`config.mk`:
```
export PLATFORM = sky130hd
export DESIGN_NAME = serial_frame_tx
export DESIGN_NICKNAME = d
export VERILOG_FILES = /design/src/rtl/serial_frame_tx.sv
export SDC_FILE = /design/constraint.sdc
export NUM_CORES = 1
export LEC_CHECK = 0
export CAP_MARGIN = 20
export CELL_PAD_IN_SITES_DETAIL_PLACEMENT = 0
export CELL_PAD_IN_SITES_GLOBAL_PLACEMENT = 2
export CORE_UTILIZATION = 34
export DETAILED_ROUTE_END_ITERATION = 6
export PLACE_DENSITY_LB_ADDON = 0.1
export SKIP_LAST_GASP = 1
export SLEW_MARGIN = 5
export SYNTH_ARGS = -nofsm -noshare
export SYNTH_HDL_FRONTEND = slang
export SYNTH_SLANG_ARGS = --single-unit
```
`constraint.sdc`:
```
create_clock -name clock -period 2.4 [get_ports clock]
set_input_delay 0.24 -clock clock [delete_from_list [all_inputs] [get_ports clock]]
set_output_delay 0.24 -clock clock [all_outputs]
set_load 0.02 [all_outputs]
```
`src/rtl/serial_frame_tx.sv`:
```
// rtl/serial_frame_tx.sv - parallel-to-serial frame transmitter (start, data, parity, stop)
module serial_frame_tx #(
    parameter int WIDTH     = 8,
    parameter int DIV       = 4,
    parameter int MSB_FIRST = 1,
    parameter int PARITY    = 0
) (
    input  logic             clock,
    input  logic             reset_n,
    input  logic [WIDTH-1:0] data_in,
    input  logic             load_valid,
    output logic             load_ready,
    output logic             sout,
    output logic             frame,
    output logic             busy,
    output logic             done
);

    localparam int DIV_W = (DIV > 1) ? $clog2(DIV) : 1;
    localparam int BIT_W = (WIDTH > 1) ? $clog2(WIDTH) : 1;
    localparam logic [DIV_W-1:0] DIV_LAST = DIV_W'(DIV - 1);
    localparam logic [BIT_W-1:0] BIT_LAST = BIT_W'(WIDTH - 1);

    typedef enum logic [2:0] {
        S_IDLE   = 3'd0,
        S_START  = 3'd1,
        S_DATA   = 3'd2,
        S_PARITY = 3'd3,
        S_STOP   = 3'd4
    } state_t;

    state_t           state_q, state_d;
    logic [DIV_W-1:0] div_q, div_d;
    logic [BIT_W-1:0] bit_q, bit_d;
    logic [WIDTH-1:0] shift_q, shift_d;
    logic             par_q, par_d;

    logic             sout_d, frame_d, busy_d, done_d, ready_d;
    logic             div_end;
    logic             accept;

    assign div_end = (div_q == DIV_LAST);
    assign accept  = load_valid && (state_q == S_IDLE);

    // State, counters, shift register and latched parity
    always_ff @(posedge clock or negedge reset_n) begin
        if (!reset_n) begin
            state_q <= S_IDLE;
            div_q   <= '0;
            bit_q   <= '0;
            shift_q <= '0;
            par_q   <= 1'b0;
        end else begin
            state_q <= state_d;
            div_q   <= div_d;
            bit_q   <= bit_d;
            shift_q <= shift_d;
            par_q   <= par_d;
        end
    end

    // Next state: each bit lasts DIV cycles, counters restart on every state change
    always_comb begin
        state_d = state_q;
        div_d   = div_q;
        bit_d   = bit_q;
        shift_d = shift_q;
        par_d   = par_q;
        case (state_q)
            S_IDLE: begin
                if (accept) begin
                    state_d = S_START;
                    div_d   = '0;
                    bit_d   = '0;
                    shift_d = data_in;
                    // Parity is fixed at accept so later data_in changes cannot leak in
                    par_d   = (^data_in) ^ (PARITY == 2);
                end
            end
            S_START: begin
                if (div_end) begin
                    state_d = S_DATA;
                    div_d   = '0;
                    bit_d   = '0;
                end else begin
                    div_d = div_q + DIV_W'(1);
                end
            end
            S_DATA: begin
                if (div_end) begin
                    div_d = '0;
                    if (bit_q == BIT_LAST) begin
                        state_d = (PARITY != 0) ? S_PARITY : S_STOP;
                        bit_d   = '0;
                    end else begin
                        bit_d   = bit_q + BIT_W'(1);
                        shift_d = (MSB_FIRST != 0) ? (shift_q << 1) : (shift_q >> 1);
                    end
                end else begin
                    div_d = div_q + DIV_W'(1);
                end
            end
            S_PARITY: begin
                if (div_end) begin
                    state_d = S_STOP;
                    div_d   = '0;
                end else begin
                    div_d = div_q + DIV_W'(1);
                end
            end
            S_STOP: begin
                if (div_end) begin
                    state_d = S_IDLE;
                    div_d   = '0;
                end else begin
                    div_d = div_q + DIV_W'(1);
                end
            end
            default: begin
                state_d = S_IDLE;
                div_d   = '0;
                bit_d   = '0;
            end
        endcase
    end

    // Output decode from the next state so the registered outputs line up with state_q
    always_comb begin
        sout_d  = 1'b1;
        frame_d = (state_d != S_IDLE);
        busy_d  = (state_d != S_IDLE);
        ready_d = (state_d == S_IDLE);
        done_d  = (state_d == S_STOP) && (div_d == DIV_LAST);
        case (state_d)
            S_START:  sout_d = 1'b0;
            S_DATA:   sout_d = (MSB_FIRST != 0) ? shift_d[WIDTH-1] : shift_d[0];
            S_PARITY: sout_d = par_d;
            default:  sout_d = 1'b1;
        endcase
    end

    // Output flops: sout drives downstream capture logic directly from a register
    always_ff @(posedge clock or negedge reset_n) begin
        if (!reset_n) begin
            sout       <= 1'b1;
            frame      <= 1'b0;
            busy       <= 1'b0;
            done       <= 1'b0;
            load_ready <= 1'b1;
        end else begin
            sout       <= sout_d;
            frame      <= frame_d;
            busy       <= busy_d;
            done       <= done_d;
            load_ready <= ready_d;
        end
    end

endmodule

```
==> results of run 1 <==
## layout by cell type (no fill, tap or decap), types with 3 or more instances in the layout
master            n
nor3b_1           3
clkdlybuf4s50_1  15
nand2_1           5
a222oi_1          6
mux2i_1           3
inv_1            12
a22oi_1           3
ha_1              3
dfrtp_1          19
a21oi_1           4
xnor2_1           7
clkbuf_4          3
nor2_1            5
## cells by family after synthesis
group,Yosys count,share of synthesized area
AOI/OAI and AO/OA,24,0.173
xor gates and xnor gates,7,0.0544
adders and majority gates,3,0.0333
buffers and inverters,19,0.0867
DFF,21,0.469
muxes,4,0.0367
and+or+nand+nor,25,0.147
## flip-flops by register name, summed over array words and instances, names as in the netlist
name        cells
bit_q           3
busy            1
div_q           2
done            1
load_ready      1
par_q           1
shift_q         8
sout            1
state_q         3
## worst register-to-register path, cell delays in order (launching register included)
cell,delay [ps]
dfrtp_1,640
nor3b_1,590
and2_0,400
a222oi_1,150
inv_1,70
## metal layers
layer | track usage | vias to the layer above
li1 | - | 400
met2 | 0.215 | 13
met5 | 0 | -
met3 | 0.0240 | 2
met1 | 0.202 | 374
met4 | 0.0698 | 0
## worst min-delay path by stage
stage / from / depth (start not counted) / end / slack (ps)
3_3_place_gp: shift_q[5] / 2 / shift_q[6] / 470
5_1_grt: reset_n / 2 / par_q / 280
2_1_floorplan: reset_n / 0 / bit_q[0] / -60
3_5_place_dp: shift_q[5] / 2 / shift_q[6] / 480
4_1_cts: reset_n / 2 / par_q / 270
6_report: reset_n / 2 / shift_q[0] / 270
## report_power, final
group	switching, mW	leakage (nW)	internal, mW
combinational	0.341	0.312	0.333
clock	0.107	0.0177	0.0621
sequential	0.146	0.259	0.511
## layout make-up
type,instances,area [µm²],share of cell area
sequential,21,528,0.400
multi-input combinational,63,500,0.379
timing repair buffer,17,165,0.125
tap,44,55.1,0.0417
inverter,12,45.0,0.0341
clock buffer,3,22.5,0.0170
clock inverter,1,5.00,0.00379
## stage by stage
step | power (mW) | hold slack (ps)
2_1_floorplan | 1.18 | -55.6
3_3_place_gp | 1.33 | 471
3_5_place_dp | 1.34 | 480
4_1_cts | 1.52 | 268
5_1_grt | 1.64 | 278
6_report | 1.50 | 267
==> results.toml, run 1 <==
[logic_synthesis]
netlist.top_cell.by_area = "dfrtp_1"
seq_area_frac_synth = 0.469
ys_ff_latch = 21
async_reset_ff_frac = 1.00
synth_fp_nets = 117
synth_area_leaders = "dfrtp_1 42%, xnor2_1 5.4%, a222oi_1 5.3%"
yosysUniqueCellTypes = 37
yosys.cell_count.top_type = "dfrtp_1"
synth-main-ff-cell = "dfrtp_1"
netlist_area_um2 = 1130
synth_commonest_cells = "19 x dfrtp_1, 12 x inv_1, 7 x xnor2_1"
synthCells = 103
ys_warn_count = 0
synth_top_area_share = 0.422
synth_area_per_cell_um2 = 10.9
synth-edff-count = 0

[floorplanning]
core_area_um2 = 3100
num_io_pins = 16
chipWidth_um = 59.6
rows = 20
die_h_um = 59.6
dieArea_um2 = 3550
start_util = 0.363

[detailed_routing]
top_layer_used = "met4"
drt-initial-drc-count = 48
dr.pass1.iters = 4
drt-wirelength-per-cell_um = 13.4
antenna_left = 0
vias_per_cell = 4.90
wl_met3_um = 73
route.met2.wl_um = 930
m1WireLength_mm = 1.13
drt_wl_total_mm = 2.15
vias = 789
drc = 0

[setup_path]
r2r_start = "state_q[1]"
path_max_fanout = 13
r2r_setup_slack_ps = 500
worst-path-buf-inv = 1
arrival_ps = 2160
crit_chain = "nor3b_1 > and2_0 > a222oi_1 > inv_1"
crit_family = "simple AND/OR/NAND/NOR gates"
required_ps = 2650
worstSetupPathDepth = 4
critPathLaunchType = "register"
cp-endpoint = "shift_q[5]"
crit_type = "reg2reg"
endpoint_kind = "register"
cp_slowest_cell = "dfrtp_1"
reg2reg_depth = 4
slowest_delay_ps = 640
regToRegEndpoint = "shift_q[5]"
cp-startpoint = "state_q[1]"

[sta]
slew_headroom = 0.581
worst_pin_slew_ps = 627
tns_ps = 0
hold_viol = 0
final-setup-viol-count = 0
skew_ps = 9.20
final.setup.worst_slack_ps = 497
rsz0062_at_grt = "no"
fmax_ghz = 0.525
min_period_over_period = 0.793
slew_violations = 0
period_needed_ps = 1900

[layout]
antenna_cells = 0
final_cell_count_no_fill = 161
nFillCells = 328
fin_area_um2 = 1320
final_nets = 132
drive_above_1_share = 0.128
areaGrowthSynthToFinish_pct = 17.3
fin_util = 0.426

[placed_design]
dpl_cell_area_um2 = 1290
placed_cells = 157
gp_congestion = 0.704
place.port_buffers = 15
dp_hpwl_mm = 1.54
preCtsSetupSlack_ps = 482

[power_and_ir_drop]
pwr_density_cell_nw_per_um2 = 1140
peakVddDrop_mv = 0.316
leakage_nw = 0.589

[cts]
h-tree-depth = 1
clk_pin_slew_ps = 120
clock-sinks = 21
clock_latency_ps = 300
cts_hold_buf = 0
post-cts-setup-buffers = 0
clk_path_buf_depth = 2
cts_root_buf = "clkbuf_4"
cts.repair.resized = 0
numCtsBuffers = 3
cts_tree = "yes"

[global_routing]
track_usage = 0.144
grt_pass1_wl_mm = 3.74
grt_overflow = 0
grt_pass1_vias = 809
antenna_found_initial = 0
grt_max_degree = 22

[run]
max-cap-violations = 0

[worst_hold_path]
min_path_type = "in2async"

[run_status]
status = "completed"
Note: power is estimated with default switching activity, not from simulation.
==> run 2: changes to the inputs <==
- clock period: 2.4 -> 2 ns (I/O delays scaled with it)
==> results.toml, run 2 (synthesis gave the netlist of run 1 again) <==
[detailed_routing]
dr.pass1.iters = 4
drt-wirelength-per-cell_um = 12.7
drc = 0
antenna_left = 0
vias = 814
drt-initial-drc-count = 49
drt_wl_total_mm = 2.08
vias_per_cell = 4.96

[setup_path]
slowest_delay_ps = 410
path_common_cell = "ha_1"
crit_chain = "ha_1 > ha_1 > nand3b_1 > a211o_1 > a222oi_1 > inv_1"
worst-path-buf-inv = 1
critPathLaunchType = "register"
r2r_start = "bit_q[0]"
crit_family = "compound AO/OA/AOI/OAI gates"
arrival_ps = 2040
cp-startpoint = "bit_q[0]"
required_ps = 2190
path_max_fanout = 7
cp_slowest_cell = "dfrtp_1"
endpoint_kind = "register"
crit_type = "reg2reg"

[cts]
clock-sinks = 21
cts_hold_buf = 0
numCtsBuffers = 3
post-cts-setup-buffers = 0
cts_tree = "yes"
clk_path_buf_depth = 2
clk_pin_slew_ps = 120
clock_latency_ps = 310
cts.repair.resized = 0
cts_root_buf = "clkbuf_4"
h-tree-depth = 1

[placed_design]
place.port_buffers = 15
gp_congestion = 0.753
preCtsSetupSlack_ps = 141
dpl_cell_area_um2 = 1320
dp_hpwl_mm = 1.52

[layout]
areaGrowthSynthToFinish_pct = 19.2
final_nets = 135
regMostFlops = "shift_q"
largest_registers = "shift_q x8, bit_q x3, state_q x3"
largest_reg_flops = 8
drive_above_1_share = 0.142
antenna_cells = 0
layout_common_cells = "19 x dfrtp_1, 15 x clkdlybuf4s50_1, 12 x inv_1"
final_common_cell = "dfrtp_1"
fin_area_um2 = 1340

[sta]
hold_viol = 0
fmax_ghz = 0.541
rsz0062_at_grt = "no"
final-setup-viol-count = 0
final.setup.worst_slack_ps = 152
period_needed_ps = 1850
slew_headroom = 0.691
skew_ps = 11.3
slew_violations = 0
tns_ps = 0
worst_pin_slew_ps = 464
min_period_over_period = 0.924

[floorplanning]
dieArea_um2 = 3550
core_area_um2 = 3100
start_util = 0.363
rows = 20
die_h_um = 59.6
chipWidth_um = 59.6
num_io_pins = 16

[global_routing]
grt_pass1_vias = 735
track_usage = 0.136
antenna_found_initial = 0
grt_overflow = 0
grt_pass1_wl_mm = 3.45
grt_max_degree = 22

[power_and_ir_drop]
finalPower_mw = 1.83
pwr_density_cell_nw_per_um2 = 1360
leakage_nw = 0.602
peakVddDrop_mv = 0.521

[worst_hold_path]
min_path_type = "in2async"

[run]
max-cap-violations = 0

[run_status]
status = "completed"
==> run 2: cell types whose count changed in the layout (fill, tap and decap cells not counted) <==
cell / before / now
buf_4: 2 / 5
clkbuf_1: 0 / 1
clkinv_2: 1 / 0
==> run 2: where the power goes <==
| part | internal (mW) | switching (mW) | leakage [nW] | total [mW] |
|---|---|---|---|---|
| sequential | 0.614 | 0.165 | 0.259 | 0.778 |
| clock | 0.0778 | 0.129 | 0.0150 | 0.207 |
| combinational | 0.430 | 0.413 | 0.328 | 0.843 |
| total | 1.12 | 0.706 | 0.602 | 1.83 |
==> run 2: worst paths after layout <==
kind,slack (ps),depth (start not counted),endpoint
worst max-delay path,150,6,shift_q[6]
worst min-delay path,220,2,state_q[1]
worst max register to register,150,6,shift_q[6]
worst min register to register,510,2,shift_q[3]
max in group asynchronous,1490,2,load_ready
min in group clock,510,2,shift_q[3]
==> run 2: per-layer routing <==
metal	GRT usage	part of all wire	vias up
li1	-	-	402
met1	0.192	0.51	389
met2	0.196	0.41	21
met3	0.0459	0.061	2
met4	0.0399	0.0096	0
met5	0	0	-
==> run 2: through the flow <==
| stage | utilization | instances | hold slack, ps |
|---|---|---|---|
| CTS | 0.433 | 164 | 231 |
| floorplan | - | 103 | -95.6 |
| global placement | 0.424 | 160 | 475 |
| detailed placement | 0.424 | 160 | 485 |
| global route | 0.433 | 164 | 234 |
| finish | 0.433 | 164 | 220 |
==> run 2: final cells by class <==
class,count,area [µm²]
fillers,325,1760
multi-input cells,63,500
flip-flops and latches,21,528
well taps,44,55.1
inverters,12,45.0
repair buffers,20,188
clock buffers,4,26.3
